[config.mk]
export PLATFORM = sky130hd
export DESIGN_NAME = uart_apb_host
export DESIGN_NICKNAME = d
export VERILOG_FILES = /design/src/rtl/uart_apb_host.sv
export SDC_FILE = /design/constraint.sdc
export NUM_CORES = 1
export LEC_CHECK = 0
export CAP_MARGIN = 20
export CORE_MARGIN = 2
export CORE_UTILIZATION = 35
export CTS_CLUSTER_SIZE = 40
export DETAILED_ROUTE_END_ITERATION = 16
export HOLD_SLACK_MARGIN = 0.02
export PLACE_DENSITY = 0.58
export SLEW_MARGIN = 15
export SYNTH_ARGS = -nofsm -noshare
export SYNTH_HDL_FRONTEND = slang
export SYNTH_SLANG_ARGS = --single-unit
[constraint.sdc]
create_clock -name clk_i -period 4.1 [get_ports clk_i]
set_clock_uncertainty 0.2 [all_clocks]
set_input_delay 0.41 -clock clk_i [delete_from_list [all_inputs] [get_ports clk_i]]
set_output_delay 0.41 -clock clk_i [all_outputs]
set_load 0.005 [all_outputs]
[src/rtl/uart_apb_host.sv]
// uart_apb_host: APB3 slave front-end for the UART physical layer.
//   - TX FIFO filled by APB writes to TXDATA, drained by the phy through
//     wr_phy_fifo_en_i / wr_phy_fifo_data_o / wr_phy_fifo_empty_o.
//   - One-entry config mailbox: CFG_LO then CFG_HI writes commit a 40-bit
//     word onto config_fifo_data_o, popped by config_fifo_en_i.
//   - RX FIFO filled by rd_phy_fifo_en_i / rd_phy_fifo_data_i, popped by
//     APB reads of RXDATA.
//   - Sticky status flags, CTRL interrupt enables, registered irq_o.
// Ports: clk_i/rst_i (sync, active high), APB3 psel/penable/pwrite/paddr/
//   pwdata/prdata/pready/pslverr, phy TX/config/RX strobes, tx_active_i,
//   tx_done_i, irq_o.
module uart_apb_host #(
  parameter int PHY_FIFO_WIDTH    = 8,
  parameter int CONFIG_DATA_WIDTH = 40,
  parameter int FIFO_DEPTH        = 16,
  parameter int FIFO_AW           = 4
) (
  input  logic                         clk_i,
  input  logic                         rst_i,
  input  logic                         psel_i,
  input  logic                         penable_i,
  input  logic                         pwrite_i,
  input  logic [7:0]                   paddr_i,
  input  logic [31:0]                  pwdata_i,
  output logic [31:0]                  prdata_o,
  output logic                         pready_o,
  output logic                         pslverr_o,
  output logic                         wr_phy_fifo_empty_o,
  input  logic                         wr_phy_fifo_en_i,
  output logic [PHY_FIFO_WIDTH-1:0]    wr_phy_fifo_data_o,
  output logic                         config_fifo_empty_o,
  input  logic                         config_fifo_en_i,
  output logic [CONFIG_DATA_WIDTH-1:0] config_fifo_data_o,
  input  logic                         rd_phy_fifo_en_i,
  input  logic [PHY_FIFO_WIDTH-1:0]    rd_phy_fifo_data_i,
  input  logic                         tx_active_i,
  input  logic                         tx_done_i,
  output logic                         irq_o
);

  // Word index of each register (paddr_i[7:2]).
  localparam logic [5:0] A_TXDATA = 6'd0;
  localparam logic [5:0] A_RXDATA = 6'd1;
  localparam logic [5:0] A_CFG_LO = 6'd2;
  localparam logic [5:0] A_CFG_HI = 6'd3;
  localparam logic [5:0] A_STATUS = 6'd4;
  localparam logic [5:0] A_CTRL   = 6'd5;
  localparam logic [5:0] A_CLR    = 6'd6;

  localparam int HI_W = CONFIG_DATA_WIDTH - 32;
  localparam logic [FIFO_AW:0] DEPTH_C = (FIFO_AW+1)'(FIFO_DEPTH);

  logic [PHY_FIFO_WIDTH-1:0]    tx_mem_q [FIFO_DEPTH];
  logic [PHY_FIFO_WIDTH-1:0]    rx_mem_q [FIFO_DEPTH];
  logic [FIFO_AW-1:0]           tx_wptr_q, tx_rptr_q, rx_wptr_q, rx_rptr_q;
  logic [FIFO_AW:0]             tx_count_q, tx_count_d, rx_count_q, rx_count_d;
  logic [PHY_FIFO_WIDTH-1:0]    tx_data_q;
  logic [CONFIG_DATA_WIDTH-1:0] cfg_data_q;
  logic                         cfg_empty_q, cfg_empty_d;
  logic [31:0]                  stage_lo_q;
  logic [HI_W-1:0]              stage_hi_q;
  logic [1:0]                   ctrl_q;
  // sticky_q[0]=tx_ovf, [1]=rx_ovf, [2]=txdone; mirrors STATUS[8:6].
  logic [2:0]                   sticky_q, sticky_d;
  logic                         irq_q, irq_d;

  logic        access_s, tx_full_s, tx_empty_s, rx_full_s, rx_empty_s;
  logic        tx_push_s, tx_pop_s, tx_ovf_set_s, rx_push_s, rx_pop_s, rx_ovf_set_s;
  logic        lo_wr_s, hi_wr_s, ctrl_wr_s, clr_wr_s;
  logic [31:0] status_s, prdata_s;
  logic        pslverr_s;
  logic        unused_s;

  assign access_s     = psel_i & penable_i;
  assign tx_full_s    = (tx_count_q == DEPTH_C);
  assign tx_empty_s   = (tx_count_q == '0);
  assign rx_full_s    = (rx_count_q == DEPTH_C);
  assign rx_empty_s   = (rx_count_q == '0);
  assign tx_pop_s     = wr_phy_fifo_en_i & ~tx_empty_s;
  // Full check uses the pre-cycle count, so a concurrent pop never makes room.
  assign rx_push_s    = rd_phy_fifo_en_i & ~rx_full_s;
  assign rx_ovf_set_s = rd_phy_fifo_en_i & rx_full_s;
  assign unused_s     = ^paddr_i[1:0];

  // STATUS register image.
  always_comb begin
    status_s    = 32'h0;
    status_s[0] = tx_empty_s;
    status_s[1] = tx_full_s;
    status_s[2] = rx_empty_s;
    status_s[3] = rx_full_s;
    status_s[4] = tx_active_i;
    status_s[5] = ~cfg_empty_q;
    status_s[8:6] = sticky_q;
    status_s[16 +: FIFO_AW+1] = tx_count_q;
    status_s[24 +: FIFO_AW+1] = rx_count_q;
  end

  // APB decode: read mux, error response and one-cycle side-effect strobes.
  always_comb begin
    prdata_s     = 32'h0;
    pslverr_s    = 1'b0;
    tx_push_s    = 1'b0;
    tx_ovf_set_s = 1'b0;
    rx_pop_s     = 1'b0;
    lo_wr_s      = 1'b0;
    hi_wr_s      = 1'b0;
    ctrl_wr_s    = 1'b0;
    clr_wr_s     = 1'b0;
    if (access_s && pwrite_i) begin
      case (paddr_i[7:2])
        A_TXDATA: begin
          if (tx_full_s) begin
            pslverr_s    = 1'b1;
            tx_ovf_set_s = 1'b1;
          end else begin
            tx_push_s = 1'b1;
          end
        end
        A_CFG_LO: lo_wr_s   = 1'b1;
        A_CFG_HI: hi_wr_s   = 1'b1;
        A_CTRL:   ctrl_wr_s = 1'b1;
        A_CLR:    clr_wr_s  = 1'b1;
        default:  pslverr_s = 1'b1;
      endcase
    end else if (access_s) begin
      case (paddr_i[7:2])
        A_RXDATA: begin
          if (rx_empty_s) begin
            pslverr_s = 1'b1;
          end else begin
            prdata_s = {{(32-PHY_FIFO_WIDTH){1'b0}}, rx_mem_q[rx_rptr_q]};
            rx_pop_s = 1'b1;
          end
        end
        A_CFG_LO: prdata_s  = stage_lo_q;
        A_CFG_HI: prdata_s  = {{(32-HI_W){1'b0}}, stage_hi_q};
        A_STATUS: prdata_s  = status_s;
        A_CTRL:   prdata_s  = {30'h0, ctrl_q};
        default:  pslverr_s = 1'b1;
      endcase
    end else begin
      prdata_s  = 32'h0;
      pslverr_s = 1'b0;
    end
  end

  // Next-state for counts, mailbox flag, sticky flags and interrupt.
  always_comb begin
    tx_count_d = tx_count_q + (FIFO_AW+1)'(tx_push_s) - (FIFO_AW+1)'(tx_pop_s);
    rx_count_d = rx_count_q + (FIFO_AW+1)'(rx_push_s) - (FIFO_AW+1)'(rx_pop_s);
    // A commit beats a same-cycle phy pop.
    if (hi_wr_s) begin
      cfg_empty_d = 1'b0;
    end else if (config_fifo_en_i) begin
      cfg_empty_d = 1'b1;
    end else begin
      cfg_empty_d = cfg_empty_q;
    end
    // Clear first, then set, so a same-cycle event survives the CLR write.
    if (clr_wr_s) begin
      sticky_d = sticky_q & ~pwdata_i[8:6];
    end else begin
      sticky_d = sticky_q;
    end
    sticky_d = sticky_d | {tx_done_i, rx_ovf_set_s, tx_ovf_set_s};
    irq_d = (ctrl_q[0] & ~rx_empty_s) | (ctrl_q[1] & sticky_q[2]);
  end

  // Control state: pointers, counts, output registers, staging, flags.
  always_ff @(posedge clk_i) begin
    if (rst_i) begin
      tx_wptr_q   <= '0;
      tx_rptr_q   <= '0;
      rx_wptr_q   <= '0;
      rx_rptr_q   <= '0;
      tx_count_q  <= '0;
      rx_count_q  <= '0;
      tx_data_q   <= '0;
      cfg_data_q  <= '0;
      cfg_empty_q <= 1'b1;
      stage_lo_q  <= 32'h0;
      stage_hi_q  <= '0;
      ctrl_q      <= 2'b00;
      sticky_q    <= 3'b000;
      irq_q       <= 1'b0;
    end else begin
      if (tx_push_s) tx_wptr_q <= tx_wptr_q + FIFO_AW'(1);
      if (tx_pop_s) begin
        tx_rptr_q <= tx_rptr_q + FIFO_AW'(1);
        tx_data_q <= tx_mem_q[tx_rptr_q];
      end
      if (rx_push_s) rx_wptr_q <= rx_wptr_q + FIFO_AW'(1);
      if (rx_pop_s)  rx_rptr_q <= rx_rptr_q + FIFO_AW'(1);
      tx_count_q  <= tx_count_d;
      rx_count_q  <= rx_count_d;
      if (lo_wr_s) stage_lo_q <= pwdata_i;
      if (hi_wr_s) begin
        stage_hi_q <= pwdata_i[HI_W-1:0];
        cfg_data_q <= {pwdata_i[HI_W-1:0], stage_lo_q};
      end
      cfg_empty_q <= cfg_empty_d;
      if (ctrl_wr_s) ctrl_q <= pwdata_i[1:0];
      sticky_q    <= sticky_d;
      irq_q       <= irq_d;
    end
  end

  // FIFO storage; contents are meaningless once pointers/counts are reset.
  always_ff @(posedge clk_i) begin
    if (tx_push_s) tx_mem_q[tx_wptr_q] <= pwdata_i[PHY_FIFO_WIDTH-1:0];
    if (rx_push_s) rx_mem_q[rx_wptr_q] <= rd_phy_fifo_data_i;
  end

  assign prdata_o            = prdata_s;
  assign pslverr_o           = pslverr_s;
  assign pready_o            = 1'b1;
  assign wr_phy_fifo_empty_o = tx_empty_s;
  assign wr_phy_fifo_data_o  = tx_data_q;
  assign config_fifo_empty_o = cfg_empty_q;
  assign config_fifo_data_o  = cfg_data_q;
  assign irq_o               = irq_q;

endmodule

# [Word level (Yosys, flattened, before mapping)]
# Memories as Yosys holds them, arrays and structs flattened. A register that Yosys moved wholly into a read port is not among the register bits.
# Cells that the tools add are included.
[classes] add_sub_neg=8 n_eq_ne=8 muxes=36 bitwise=14 n_reduce_logical=7
[ops] cell="$pmux 32 s5" count=1
[ops] cell="$mux 32" count=2
[ops] cell="$mux 1" count=27
[ops] cell="$eq 6x3->1 const B" count=3
[ops] cell="$add 4x1->4 const B" count=4
[ops] cell="$eq 6x2->1 const B" count=2
[ops] cell="$add 5x1->5" count=2
[ops] cell="$eq 5x5->1 const B" count=2
[ops] cell="$logic_not 5->1" count=2
[ops] cell="$sub 5x1->5" count=2
[ops] cell="$mux 4" count=2
[ops] cell="$mux 8" count=1
[ops] cell="$reduce_or 4->1" count=2
[ops] cell="$and 1x1->1" count=6
[ops] cell="$eq 6x1->1 const B" count=1
[ops] cell="$logic_not 6->1" count=1
[ops] cell="$not 1->1" count=4
[ops] cell="$pmux 1 s2" count=2
[ops] cell="$and 3x3->3" count=1
[ops] cell="$mux 3" count=1
[ops] cell="$not 3->3" count=1
[ops] cell="$or 3x3->3" count=1
[ops] cell="$reduce_bool 2->1" count=1
[ops] cell="$logic_and 1x1->1" count=1
[ops] cell="$or 1x1->1" count=1
[totals] register_bits=113 ramBits=256 inputBits=58 n_memories=2
[memory_table] name="rx_mem_q" depth=16 word_bits=8 rd=1 rd_clocked_by_memory_dff=1 write_ports=1 line_no="54" rtl="logic [PHY_FIFO_WIDTH-1:0] rx_mem_q [FIFO_DEPTH];"
[memory_table] name="tx_mem_q" depth=16 word_bits=8 rd=1 rd_clocked_by_memory_dff=1 write_ports=1 line_no="53" rtl="logic [PHY_FIFO_WIDTH-1:0] tx_mem_q [FIFO_DEPTH];"

# [Logic depth before layout (Yosys ltp)]
[depth] ltp_word=7 ltp_mapped=16 mapped_depth_nobuf=15

# [Worst setup path after synthesis]
# No wires, ideal clock.
[synth_timing] kind="input port to flip-flop" start="input paddr_i[5]" end="register tx_count_q[4]" setup_time_ns=0.070 arrival_time_ns=3.097 required_time_ns=3.830 path_slack_ns=0.733 path_stages=14 path_buffers=1 path_cell_list="or4_4 -> buf_2 -> nor4_4 -> inv_1 -> ha_1 -> inv_1 -> ha_1 -> inv_1 -> fa_1 -> inv_1 -> a21oi_1 -> nor2_1 -> or3_1 -> a21oi_1"
[synth_via] elab_chain_len=5
[synth_rtl] element="from (decl)" line_no="23" rtl="input logic [7:0] paddr_i,"
[synth_rtl] element="$logic_not 6->1" line_no="111" rtl="case (paddr_i[7:2])"
[synth_rtl] element="$mux 1" line_no="111"
[synth_rtl] element="$mux 1" line_no="110" rtl="if (access_s && pwrite_i) begin"
[synth_rtl] element="$add 5x1->5" line_no="150" rtl="tx_count_d = tx_count_q + (FIFO_AW+1)'(tx_push_s) - (FIFO_AW+1)'(tx_pop_s);"
[synth_rtl] element="$sub 5x1->5" line_no="150"
[synth_rtl] element="to (signal assigned)" line_no="195" rtl="tx_count_q <= tx_count_d;"
[synth_rtl] element="to (decl)" line_no="56" rtl="logic [FIFO_AW:0] tx_count_q, tx_count_d, rx_count_q, rx_count_d;"
# Every way passes these cells.
# A chain may end at the register's enable or synchronous reset.

# [Worst setup path in the final report]
[layout_timing] start="input paddr_i[5]" end="output prdata_o[0]"
[layout_via] elab_chain_len=4
[layout_rtl] element="$eq 6x3->1, or another cell as far along" line_no="127" rtl="case (paddr_i[7:2])"
[layout_rtl] element="$pmux 32 s5 (*)" line_no="127"
[layout_rtl] element="$mux 32 (*)" line_no="126" rtl="end else if (access_s) begin"
[layout_rtl] element="$mux 32 (*)" line_no="110"
[layout_rtl] element="to (decl)" line_no="25" rtl="output logic [31:0] prdata_o,"
# Mark *: on every way between the ends. The rest lies on a longest branch, timed or not.

==> metrics.txt <==
# TYPE chip_impl_metric gauge
chip_impl_metric{name="drive_above_1_share",unit=""} 0.1683
chip_impl_metric{name="max_cap_viol_count",unit=""} 0
chip_impl_metric{name="detail_route.wirelength",unit="mm"} 35.80
chip_impl_metric{name="period_needed",unit="ns"} 3.930
chip_impl_info{name="min_path_type",value="input pin to flop"} 1
chip_impl_info{name="worstSetupPathType",value="input pin to output port"} 1
chip_impl_info{name="rsz0062_at_grt",value="no"} 1
chip_impl_metric{name="finalCoreUtilization",unit=""} 0.4395
chip_impl_metric{name="placeable_area",unit="µm²"} 42040
chip_impl_metric{name="data_required_time_at_the_worst_endpoint",unit="ns"} 3.49
chip_impl_metric{name="clockPowerShare",unit=""} 0.399
chip_impl_metric{name="irDropWorstVdd",unit="mV"} 0.3458
chip_impl_metric{name="worstPathMaxFanout",unit=""} 9
chip_impl_metric{name="cts_hold_repair.buffers",unit=""} 0
chip_impl_metric{name="fp-row-count",unit=""} 75
chip_impl_metric{name="totalNegativeSetupSlack",unit="ns"} 0
chip_impl_metric{name="number_of_levels_the_h_tree_was_split_into",unit=""} 2
chip_impl_metric{name="grt_start_max_net_pins",unit=""} 79
chip_impl_metric{name="rd_place_congestion",unit=""} 0.7768
chip_impl_metric{name="count_of_flip_flops_with_a_built_in_enable_after_synthesis",unit=""} 256
chip_impl_metric{name="netlist-cell-type-count",unit=""} 47
chip_impl_metric{name="synth-warning-count",unit=""} 0
chip_impl_info{name="ctsRootBufferMaster",value="sky130_fd_sc_hd__clkbuf_16"} 1
chip_impl_metric{name="dp_hpwl",unit="mm"} 23.57
chip_impl_metric{name="cts.reportedPaths.clkPinSlew",unit="ns"} 0.06
chip_impl_metric{name="die_boundary_width",unit="µm"} 210.7
chip_impl_metric{name="grt_pass1_wl",unit="mm"} 53.99
chip_impl_metric{name="layout.area.seq",unit="µm²"} 10030
chip_impl_metric{name="finalCritPeriodShare",unit=""} 0.9586
chip_impl_metric{name="setup_viol",unit=""} 0
chip_impl_metric{name="intPower",unit="W"} 0.006680
chip_impl_metric{name="leakagePower",unit="nW"} 5.949
chip_impl_metric{name="area_of_combinational_cells_with_multiple_inputs",unit="µm²"} 4584
chip_impl_metric{name="antenna_found_initial",unit=""} 0
chip_impl_metric{name="power.share.switching",unit=""} 0.2354
chip_impl_metric{name="tightestPinTransition",unit="ns"} 0.8607
chip_impl_metric{name="post_cts.resized_instances",unit=""} 0
chip_impl_metric{name="design.final.nets",unit=""} 1311
chip_impl_metric{name="postCtsSetupRepairBufs",unit=""} 0
chip_impl_metric{name="syn-num-nets",unit=""} 1140
chip_impl_info{name="tritoncts",value="yes"} 1
chip_impl_metric{name="syn_area_per_cell",unit="µm²"} 14.11
chip_impl_metric{name="net_load_switching_power",unit="W"} 0.002056
chip_impl_metric{name="numCtsBuffers",unit=""} 40
chip_impl_metric{name="wl_per_cell",unit="µm"} 19.90
chip_impl_metric{name="worst_slew_margin_rel",unit=""} 0.4262
chip_impl_metric{name="vias_per_cell",unit=""} 5.071
chip_impl_metric{name="n_fill_cell",unit=""} 3787
chip_impl_metric{name="total_routing_usage_reported_by_global_routing",unit=""} 0.1606
chip_impl_metric{name="initial_utilization",unit=""} 0.3555
chip_impl_metric{name="insertedDiodeCount",unit=""} 0
chip_impl_metric{name="area_delta_synth_final",unit="%"} 23.61
chip_impl_metric{name="timing.fmax",unit="MHz"} 254.4
chip_impl_info{name="timing.critical_path.from_type",value="input pin"} 1
chip_impl_metric{name="detailed_routing_iterations_pass_1",unit=""} 7
chip_impl_metric{name="cts-root-to-sink-buffers",unit=""} 3
chip_impl_metric{name="seq_power_share",unit=""} 0.482
chip_impl_metric{name="globalRoute.totalOverflow",unit=""} 0
chip_impl_metric{name="first_global_vias",unit=""} 9006
chip_impl_info{name="synthFlopType",value="sky130_fd_sc_hd__edfxtp_1"} 1
chip_impl_metric{name="critPathArrivalTime",unit="ns"} 3.32
chip_impl_metric{name="dr.first_iter.drc_count",unit=""} 800
chip_impl_metric{name="power.share.combinational",unit=""} 0.119
chip_impl_info{name="status",value="complete, no violations"} 1
chip_impl_metric{name="final-hold-violation-count",unit=""} 0
chip_impl_metric{name="drt_drc_violations_left",unit=""} 0
chip_impl_metric{name="floorplan.die_area",unit="µm²"} 44370
chip_impl_metric{name="clock-sinks",unit=""} 373
chip_impl_metric{name="synth_sequential_area_ratio",unit=""} 0.6710
chip_impl_metric{name="worstSkewPairLatency",unit="ns"} 0.53
chip_impl_metric{name="post_synth_instance_area",unit="µm²"} 14950
chip_impl_metric{name="portBuffers",unit=""} 139
chip_impl_info{name="critPathCaptureType",value="output port"} 1
chip_impl_metric{name="drv_slew",unit=""} 0
chip_impl_metric{name="postRouteAntennaNets",unit=""} 0
chip_impl_metric{name="synth-seq-cells",unit=""} 373
chip_impl_metric{name="asyncSetResetFlopFracSynth",unit=""} 0
chip_impl_metric{name="ratio_of_total_power_to_cell_area",unit="nW/µm²"} 472.8
chip_impl_metric{name="io-pin-count",unit=""} 143
chip_impl_metric{name="netlist_instances",unit=""} 1059
chip_impl_metric{name="die_h",unit="µm"} 210.7
chip_impl_metric{name="vias",unit=""} 9123
## final timing paths
| path | slack, ns | endpoint | cells after the start | start |
|---|---|---|---|---|
| setup reg to reg | 0.51 | tx_count_q[4] | 15 | tx_count_q[2] |
| hold reg to reg | 0.26 | config_fifo_data_o[23] | 2 | stage_lo_q[23] |
| hold / removal | 0.22 | stage_lo_q[19] | 3 | pwdata_i[19] |
| setup / recovery | 0.17 | prdata_o[0] | 6 | paddr_i[5] |
## Yosys cell counts, types with 14 or more instances
| cell | number | share of area |
|---|---|---|
| sky130_fd_sc_hd__dfxtp_1 | 117 | 0.16 |
| sky130_fd_sc_hd__a21oi_1 | 86 | 0.029 |
| sky130_fd_sc_hd__a22oi_1 | 22 | 0.011 |
| sky130_fd_sc_hd__nand2_1 | 168 | 0.042 |
| sky130_fd_sc_hd__mux2_2 | 17 | 0.013 |
| sky130_fd_sc_hd__mux2i_1 | 21 | 0.014 |
| sky130_fd_sc_hd__clkbuf_1 | 47 | 0.012 |
| sky130_fd_sc_hd__buf_2 | 14 | 0.0047 |
| sky130_fd_sc_hd__ha_1 | 21 | 0.018 |
| sky130_fd_sc_hd__edfxtp_1 | 256 | 0.51 |
| sky130_fd_sc_hd__and2_1 | 15 | 0.0063 |
| sky130_fd_sc_hd__mux4_2 | 64 | 0.096 |
| sky130_fd_sc_hd__nor2_1 | 77 | 0.019 |
| sky130_fd_sc_hd__inv_1 | 19 | 0.0048 |
## cells by family after synthesis
kind of cell             after synthesis  share of synthesized area
buffers and inverters                 86                    0.02302
AO/OA/AOI/OAI                        137                    0.05525
AND/OR/NAND/NOR                      318                    0.09576
XOR/XNOR                              19                    0.01113
flip-flops                           373                     0.6710
adder cells (fa/ha/maj)               23                    0.02026
other                                  1                  0.0002509
multiplexers                         102                     0.1233
## metrics by stage
step / cells / power [W] / hold slack, ns / worst slack, ns / instance area [µm²]
3_5_place_dp: 1727 / 0.005354 / 0.2487 / 0.2442 / 17200
6_report: 1799 / 0.008736 / 0.2212 / 0.1699 / 18480
5_1_grt: 1799 / 0.009112 / 0.2125 / 0.01215 / 18480
4_1_cts: 1799 / 0.008853 / 0.1963 / 0.2152 / 18480
3_3_place_gp: 1727 / 0.005337 / 0.2426 / 0.2527 / 17200
2_1_floorplan: 1059 / 0.004945 / 0.2405 / 0.7331 / 14950
## cell type report
type                    count  area share
flip-flops and latches    373      0.5430
clock inverters            16    0.006230
well taps                 539     0.03650
clock buffers              56     0.06284
inverters                  20    0.004063
multi-input cells         600      0.2481
repair buffers            195     0.09928
## critical path: stages
cell,delay (ns)
sky130_fd_sc_hd__clkdlybuf4s50_1,0.44
sky130_fd_sc_hd__or4b_2,0.79
sky130_fd_sc_hd__nor2_1,0.26
sky130_fd_sc_hd__o21bai_1,0.29
sky130_fd_sc_hd__o21ai_0,0.51
sky130_fd_sc_hd__clkdlybuf4s50_1,0.60
## registers in the layout, indices dropped and copies added, names as in the netlist, 2 cells and up, named ones only
register,count
rx_count_q,5
rx_wptr_q,4
sticky_q,3
tx_rptr_q,4
rx_mem_q,128
ctrl_q,2
tx_count_q,5
wr_phy_fifo_data_o,8
config_fifo_data_o,40
stage_lo_q,32
tx_wptr_q,4
rx_rptr_q,4
tx_mem_q,128
## routing by layer
metal / global-route usage / up-vias / part of all wire
li1: - / 4249 / -
met1: 0.2190 / 4604 / 0.44
met2: 0.2590 / 213 / 0.48
met3: 0.03598 / 57 / 0.058
met4: 0.04541 / 0 / 0.022
met5: 0 / - / 0
## power groups by stage
stage          registers [W]  clock network, W  logic [W]
3_3_place_gp         0.00429                 0    0.00105
6_report             0.00421           0.00348    0.00104
5_1_grt              0.00423           0.00372    0.00117
2_1_floorplan        0.00427                 0   0.000679
3_5_place_dp         0.00429                 0    0.00106
4_1_cts              0.00421           0.00357    0.00107
## placed cells by master (no fill, tap or decap), drive strengths merged, types with 17 or more instances in the layout
cell / netlist / layout
a21oi: 86 / 86
nor2: 77 / 77
inv: 19 / 21
clkbuf: 47 / 56
a22oi: 22 / 22
nand2: 169 / 169
mux2i: 21 / 21
mux2: 17 / 17
dfxtp: 117 / 117
ha: 21 / 21
clkdlybuf4s50: 0 / 138
buf: 19 / 57
mux4: 64 / 64
edfxtp: 256 / 256
Power figures use the tool's default switching activity.
